===== config.mk =====
export PLATFORM = sky130hd
export DESIGN_NAME = freq_counter_scheduler
export DESIGN_NICKNAME = d
export VERILOG_FILES = /design/src/rtl/freq_counter_pkg.sv /design/src/rtl/freq_counter_tick_gen.sv /design/src/rtl/freq_counter_scheduler.sv
export SDC_FILE = /design/constraint.sdc
export NUM_CORES = 1
export LEC_CHECK = 0
export BUFFER_PORTS_ARGS = -buffer_cell sky130_fd_sc_hd__buf_2
export CAP_MARGIN = 20
export CORE_MARGIN = 4
export CORE_UTILIZATION = 35
export DETAILED_ROUTE_END_ITERATION = 10
export PLACE_DENSITY = 0.57
export SYNTH_ARGS = -nofsm -noshare
export SYNTH_HDL_FRONTEND = slang
export SYNTH_SLANG_ARGS = --single-unit

===== constraint.sdc =====
create_clock -name aclk -period 4.9 [get_ports aclk]
set_input_delay 0.98 -clock aclk [delete_from_list [all_inputs] [get_ports aclk]]
set_output_delay 0.98 -clock aclk [all_outputs]
set_load 0.01 [all_outputs]

===== src/rtl/freq_counter_pkg.sv =====
// freq_counter_pkg: shared FSM state type, AXI response codes and result register map
//   for freq_counter_scheduler and its prescaler.
package freq_counter_pkg;

    typedef enum logic [1:0] {
        ST_IDLE = 2'd0,
        ST_ADDR = 2'd1,
        ST_DATA = 2'd2,
        ST_NEXT = 2'd3
    } state_e;

    localparam logic [1:0]  AXI_RESP_OKAY    = 2'b00;
    localparam logic [11:0] RESULT_BASE_ADDR = 12'h010;
    localparam int          RESULT_STRIDE    = 4;

    // Byte address of the result register of channel ch.
    function automatic logic [11:0] ch_addr(input logic [11:0] base, input logic [3:0] ch);
        return base + 12'(RESULT_STRIDE) * {8'd0, ch};
    endfunction

endpackage


===== src/rtl/freq_counter_tick_gen.sv =====
// freq_counter_tick_gen: sweep prescaler, counts 0..P-1 while enabled and strobes tick at P-1.
//   aclk   in  clock
//   rst_n  in  asynchronous active-low reset (already synchronised on release)
//   enable in  counting enable; counter held at 0 while low
//   tick   out one-cycle strobe when the count sits at P-1
module freq_counter_tick_gen #(
    parameter int P = 2
) (
    input  logic aclk,
    input  logic rst_n,
    input  logic enable,
    output logic tick
);
    localparam int CW = $clog2(P);

    logic [CW-1:0] cnt_q, cnt_d;

    always_comb begin
        tick  = enable && cnt_q == CW'(P - 1);
        cnt_d = (!enable || tick) ? '0 : cnt_q + CW'(1);
    end

    always_ff @(posedge aclk or negedge rst_n) begin
        if (!rst_n) cnt_q <= '0;
        else        cnt_q <= cnt_d;
    end

endmodule


===== src/rtl/freq_counter_scheduler.sv =====
// freq_counter_scheduler: periodically sweeps NUM_CH frequency_counter result registers over
//   an AXI4-Lite read master and reports each value as a one-cycle strobe.
//   aclk, aresetn                      clock, asynchronous active-low reset
//   enable                             polling enable
//   m_arvalid/m_arready/m_araddr       AXI4-Lite read-address channel (master)
//   m_rvalid/m_rready/m_rdata/m_rresp  AXI4-Lite read-data channel (master)
//   result_valid/result_ch/result_data one-cycle result strobe per good read
//   sweep_done                         pulse after the last channel of a sweep
//   rresp_err/overrun/timeout_err      sticky flags, cleared on enable falling edge
// Optional: define FREQ_COUNTER_SCHEDULER_TIMEOUT_EN to add the 8-bit ADDR/DATA watchdog
//   that drives timeout_err; otherwise timeout_err is tied to 0.
module freq_counter_scheduler
    import freq_counter_pkg::*;
#(
    parameter int          ACLK_FREQUENCY = 200000000,
    parameter int          POLL_PERIOD_US = 1000,
    parameter int          NUM_CH         = 4,
    parameter logic [11:0] BASE_ADDR      = RESULT_BASE_ADDR
) (
    input  logic        aclk,
    input  logic        aresetn,
    input  logic        enable,
    output logic        m_arvalid,
    input  logic        m_arready,
    output logic [11:0] m_araddr,
    input  logic        m_rvalid,
    output logic        m_rready,
    input  logic [31:0] m_rdata,
    input  logic [1:0]  m_rresp,
    output logic        result_valid,
    output logic [3:0]  result_ch,
    output logic [31:0] result_data,
    output logic        sweep_done,
    output logic        rresp_err,
    output logic        overrun,
    output logic        timeout_err
);
    localparam int P = ACLK_FREQUENCY / 1000000 * POLL_PERIOD_US;

    // Reset asserts asynchronously but releases only after two clock edges.
    logic [1:0] rst_sync_q, rst_sync_d;
    logic       rst_n;

    assign rst_sync_d = {rst_sync_q[0], 1'b1};
    assign rst_n      = rst_sync_q[1];

    always_ff @(posedge aclk or negedge aresetn) begin
        if (!aresetn) rst_sync_q <= 2'b00;
        else          rst_sync_q <= rst_sync_d;
    end

    logic tick;

    freq_counter_tick_gen #(.P(P)) u_tick_gen (
        .aclk   (aclk),
        .rst_n  (rst_n),
        .enable (enable),
        .tick   (tick)
    );

    state_e      state_q, state_d;
    logic [3:0]  ch_q, ch_d;
    logic        enable_q;
    logic        result_valid_q, result_valid_d;
    logic [3:0]  result_ch_q, result_ch_d;
    logic [31:0] result_data_q, result_data_d;
    logic        sweep_done_q, sweep_done_d;
    logic        rresp_err_q, rresp_err_d;
    logic        overrun_q, overrun_d;
    logic        last_ch, r_hs, en_fall;

    assign last_ch = ch_q == 4'(NUM_CH - 1);
    assign r_hs    = state_q == ST_DATA && m_rvalid;
    assign en_fall = enable_q && !enable;

    always_comb begin
        state_d = state_q;
        case (state_q)
            ST_IDLE: if (tick)      state_d = ST_ADDR;
            ST_ADDR: if (m_arready) state_d = ST_DATA;
            ST_DATA: if (m_rvalid)  state_d = ST_NEXT;
            ST_NEXT: state_d = (last_ch || !enable) ? ST_IDLE : ST_ADDR;
            default: state_d = ST_IDLE;
        endcase
    end

    always_comb begin
        ch_d           = state_q == ST_IDLE ? 4'd0 :
                         (state_q == ST_NEXT && state_d == ST_ADDR) ? ch_q + 4'd1 : ch_q;
        result_valid_d = r_hs && m_rresp == AXI_RESP_OKAY;
        result_ch_d    = result_valid_d ? ch_q : result_ch_q;
        result_data_d  = result_valid_d ? m_rdata : result_data_q;
        sweep_done_d   = state_q == ST_NEXT && last_ch;
        // A tick that lands mid-sweep is only recorded, never queued.
        overrun_d      = !en_fall && (overrun_q || (tick && state_q != ST_IDLE));
        rresp_err_d    = !en_fall && (rresp_err_q || (r_hs && m_rresp != AXI_RESP_OKAY));
    end

    always_ff @(posedge aclk or negedge rst_n) begin
        if (!rst_n) begin
            state_q        <= ST_IDLE;
            ch_q           <= '0;
            enable_q       <= 1'b0;
            result_valid_q <= 1'b0;
            result_ch_q    <= '0;
            result_data_q  <= '0;
            sweep_done_q   <= 1'b0;
            rresp_err_q    <= 1'b0;
            overrun_q      <= 1'b0;
        end else begin
            state_q        <= state_d;
            ch_q           <= ch_d;
            enable_q       <= enable;
            result_valid_q <= result_valid_d;
            result_ch_q    <= result_ch_d;
            result_data_q  <= result_data_d;
            sweep_done_q   <= sweep_done_d;
            rresp_err_q    <= rresp_err_d;
            overrun_q      <= overrun_d;
        end
    end

    always_comb begin
        m_arvalid    = state_q == ST_ADDR;
        m_araddr     = m_arvalid ? ch_addr(BASE_ADDR, ch_q) : 12'd0;
        m_rready     = state_q == ST_DATA;
        result_valid = result_valid_q;
        result_ch    = result_ch_q;
        result_data  = result_data_q;
        sweep_done   = sweep_done_q;
        rresp_err    = rresp_err_q;
        overrun      = overrun_q;
    end

`ifdef FREQ_COUNTER_SCHEDULER_TIMEOUT_EN
    localparam logic [7:0] WDOG_LIMIT = 8'hFF;

    logic [7:0] wd_q, wd_d;
    logic       timeout_err_q, timeout_err_d;

    // Watchdog only observes; the FSM keeps waiting so the AXI handshake stays legal.
    always_comb begin
        wd_d          = (state_d != state_q || !(state_q == ST_ADDR || state_q == ST_DATA)) ? 8'd0 :
                        wd_q == WDOG_LIMIT ? wd_q : wd_q + 8'd1;
        timeout_err_d = !en_fall && (timeout_err_q || wd_q == WDOG_LIMIT);
    end

    always_ff @(posedge aclk or negedge rst_n) begin
        if (!rst_n) begin
            wd_q          <= '0;
            timeout_err_q <= 1'b0;
        end else begin
            wd_q          <= wd_d;
            timeout_err_q <= timeout_err_d;
        end
    end

    assign timeout_err = timeout_err_q;
`else
    assign timeout_err = 1'b0;
`endif

endmodule


---- Word-level counts from Yosys, hierarchy flattened ----
Index checks and enable logic that the tools add are counted.
word-level totals
  input port bits ......................... 39
  flip-flop bits (word level) ............. 67
  output and inout bits ................... 55
cells by class
  muxes and demuxes ....................... 9
  add/sub/neg operators ................... 3
  equality and inequality tests ........... 6
  reduce and logical (&&, ||, !) cells .... 21
operators with widths
  kind                                            count
  adder 18 x 1 -> 18 bit (second input constant)  1
  == test 18 bit (second input constant)          1
  two-way mux 18 bit                              1
  logical AND 1 bit                               10
  two-way mux 4 bit                               2
  case mux 2 bit (4 select lines)                 1
  adder 5 x 6 -> 7 bit (first input constant)     1
  two-way mux 7 bit                               1
  two-way mux 2 bit                               3
  nonzero test 2 bit                              3
  adder 4 x 1 -> 4 bit (second input constant)    1
  == test 2 x 1 -> 1 bit (second input constant)  2
  == test 2 bit (second input constant)           2
  == test 4 x 2 -> 1 bit (second input constant)  1
  logical NOT 2 bit                               2
  logical OR 1 bit                                4
  logical NOT 1 bit                               2
  two-way mux 1 bit                               1

---- Logic depth before layout (Yosys ltp) ----
  depth in word-level cells ............... 8
  gate-level depth with buffers ........... 7

---- By module ----
Synthesis repeated with hierarchy kept, for this count alone.
unflattened totals
  cells, all modules ...................... 238
  area, all modules ....................... 3059.2 µm²
modules (own cells, without submodules)
  module                  instances  cells each  area an instance (µm²)  seq. area each (µm²)
  freq_counter_scheduler  1          145         2139.6                  1226.2
  freq_counter_tick_gen   1          93          919.6                   450.4

---- Worst setup path after synthesis ----
Ideal clock, no wire load.
  kind .................................... register -> output
  from .................................... reg state_q[1]
  to ...................................... out m_araddr[2]
  setup slack ............................. 2878 ps
  arrival time ............................ 1042 ps
  required time ........................... 3920 ps
  cell stages (with the launch flop) ...... 4
  cell sequence ........................... dfrtp_1 > buf_2 > nor2b_1 > and2_1
between the ends
  longest elaborated chain between the ends .. 2
ends and longest elaborated chain
  what                    RTL line                       RTL
  start, declared         freq_counter_scheduler.sv:61   state_e state_q, state_d;
  start signal, assigned  freq_counter_scheduler.sv:111  state_q <= state_d;
  == test 2 x 1 -> 1 bit  freq_counter_scheduler.sv:124  m_arvalid = state_q == ST_ADDR;
  via m_arvalid           freq_counter_scheduler.sv:23   output logic m_arvalid,
  two-way mux 7 bit       freq_counter_scheduler.sv:125  m_araddr = m_arvalid ? ch_addr(BASE_ADDR, ch_q) : 12'd0;
  end, declared           freq_counter_scheduler.sv:25   output logic [11:0] m_araddr,
The timed path passes the listed nets, and every way through them passes these cells.

---- Final worst setup path ----
  from .................................... reg state_q[0]
  to ...................................... out m_araddr[2]
between the ends
  longest elaborated chain between the ends .. 2
ends and longest elaborated chain
  what                    RTL line
  == test 2 x 1 -> 1 bit  freq_counter_scheduler.sv:124
  two-way mux 7 bit       freq_counter_scheduler.sv:125
Every way passes these cells.

==> reports/results.txt <==
status -> completed
slowest CP cell -> dfrtp_1
fin crit period -> 2.45 ns
area of the die -> 9810 um2
IO Port Bufs -> 85
Sink Count -> 67
placed insts -> 419
first-pass GRT wire length -> 9430 um
# IOs -> 94
placed cell area -> 3400 um2
Critical R2R Capture -> result_data[19]
final instance area -> 3630 um2
Mapped Area -> 2900 um2
most used routing layer -> met2
measured slew at the worst slew-check pin -> 0.892 ns
worst-case clock skew -> 0.00891 ns
Final period util -> 0.501
top post-synthesis cells by count -> 67 x dfrtp_1, 34 x mux2_2, 23 x nor2_1, 14 x xnor2_1, 9 x buf_4
antenna viol nets, final -> 0
Setup TNS Final -> 0 ns
Slew headroom -> 0.405
CTS Buf Count -> 9
Crit. End Element -> primary output
Yosys warnings -> 0
CTS H-tree lvls -> 3
GRT Util Overall -> 0.119
Critical Path Source Type -> flip-flop
postcts setup bufs -> 0
reg2reg path depth -> 3
Initial DRT Pass Iterations -> 4
area delta synth->final -> 25.0%
Async SR Flop Fraction -> 1.00
largest net degree at the start of global routing -> 66
Synth area leader -> dfrtp_1
Detailed Place HPWL -> 4210 um
Initial Util -> 0.368
Static Leakage -> 0.00177 uW
vias -> 2,038
initial antenna violation count -> 0
PostCTS Resize Cnt -> 0
worst path required time -> 3.92 ns
later-pin clock latency in the skew report -> 0.33 ns
Critical Path AT -> 1.47 ns
Core Region -> 7890 um2
layout cells sized above 1 -> 0.432
met1 Use GR -> 0.152
Vias/cell -> 4.69
n_diodes -> 0
Fillers -> 763
CP Class -> reg -> out
die width -> 99.0 um
worst-path maximum fanout -> 9
Seq/Total Area, Yosys -> 0.578
Setup Viol. Count Final -> 0
max-slew violations -> 0
CP startpoint -> state_q[0]
Area contributors post-synth -> dfrtp_1 58%, mux2_2 13%, xnor2_1 4.2%
EDFF count, synth -> 0
PwrDens -> 480 nW/um2
Synth top area share -> 0.578
Non-Filler Instances -> 435
max incr delay on CP -> 0.47 ns
predominant post-synthesis flop cell -> dfrtp_1
GRT Residual Overflow -> 0
clk slew on worst S/H paths -> 0.07 ns
Iter 0 DRT Violations -> 126
reg2reg setup slack -> 2.70 ns
unrepaired setup endpoints after global routing -> no
routed len/inst -> 13.3 um
Cell Rows -> 32
vias in the first global route -> 2,018
Worst R2R Start -> state_q[0]
Mean Syn Cell Area -> 12.2 um2
Hold Crit Class -> reg -> reg
#FFs+latches synth -> 67
GPL Wtd Cong -> 0.799
Max Cap Violations -> 0
root buffer cell -> clkbuf_8
CTS tree -> done
met2 Resource Use GR -> 0.187
Overall Power -> 1740 uW
crit path cell chain -> nor2b_1 > and2_1 > buf_2
met3 usage -> 0.0410
CP endpoint -> m_araddr[2]
Bufs on Longest Clock Path -> 2
chip height -> 99.0 um
nets -> 371
most common cell in the netlist -> dfrtp_1
f_max -> 408 MHz
Worst VDD drop -> 0.244 mV
cells after synthesis -> 238
hold buffer count at CTS -> 0
Final Hold Vio Count -> 0
Netlist cell types -> 38
DRC -> 0
final wirelength -> 5770 um
cells in the final DEF, fill, tap and decap left out, types with 2 or more instances in the layout:
master,count
inv_1,8
clkinv_2,2
bufinv_16,2
nor3_1,3
nor4b_1,2
mux2_2,34
nand3_1,7
a31oi_1,2
dfrtp_1,66
nor4_1,5
nand4_1,4
and4_1,2
or3_1,2
xnor2_1,14
nor2_1,23
o21ai_0,8
clkbuf_8,10
nand2_1,7
nand2b_1,2
buf_2,85
mux2i_1,2
and2_1,5
a21oi_1,5
conb_1,9
ha_1,4
stage by stage:
stage          worst slack (ns)  hold WS [ns]   util
2_1_floorplan              2.88         0.331      -
3_3_place_gp               2.27         0.338  0.431
3_5_place_dp               2.27         0.343  0.431
4_1_cts                    2.43         0.359  0.460
5_1_grt                    2.35         0.370  0.460
6_report                   2.45         0.355  0.460
worst max-delay path, delay by kind of cell (launching register included):
kind,cells,cell delay [ns]
flops,1,0.47
simple gates,2,0.54
buf+inv,1,0.13
flip-flops by register name (all words and copies together), names as in the netlist:
signal and flops:
result_data 32, ch_q 4, rst_sync_q 2, state_q 2
result_ch 4, result_valid 1, u_tick_gen.cnt_q 18, sweep_done 1
overrun 1, rresp_err 1, enable_q 1
power breakdown:
part | switching, uW | internal (uW) | total (uW)
clock | 204 | 301 | 505
combinational | 218 | 231 | 450
sequential | 84.1 | 701 | 785
area by class of cell:
cell class              count  area, um2  share of cell area
flip-flops and latches     67       1680               0.463
repair buffers             86        433               0.119
clock inverters             6       87.6              0.0242
well taps                 102        128              0.0352
multi-input cells         156       1130               0.312
clock buffers              10        138              0.0380
inverters                   8       30.0             0.00828
kinds of logic after synthesis:
| kind of cell | share of synthesized area |
|---|---|
| AO/OA/AOI/OAI | 0.0418 |
| AND/OR/NAND/NOR | 0.134 |
| multiplexers | 0.139 |
| buffers and inverters | 0.0423 |
| other | 0.00259 |
| adder cells (fa/ha/maj) | 0.0173 |
| XOR/XNOR | 0.0453 |
| flip-flops | 0.578 |
how the worst min path moves through the flow:
stage	from	slack (ns)	cells past startpoint	to
after global routing	rst_sync_q[0]	0.37	0	rst_sync_q[1]
after detailed placement	rst_sync_q[0]	0.34	0	rst_sync_q[1]
after CTS	rst_sync_q[0]	0.36	0	rst_sync_q[1]
after global placement	rst_sync_q[0]	0.34	0	rst_sync_q[1]
after floorplan	rst_sync_q[0]	0.33	0	rst_sync_q[1]
final	rst_sync_q[0]	0.36	0	rst_sync_q[1]
per-layer routing:
| layer | vias to the layer above | wire length [um] |
|---|---|---|
| li1 | 986 | - |
| met1 | 965 | 2580 |
| met2 | 77 | 2610 |
| met3 | 10 | 486 |
| met4 | 0 | 88 |
| met5 | - | 0 |
(Power assumes the default switching activity.)
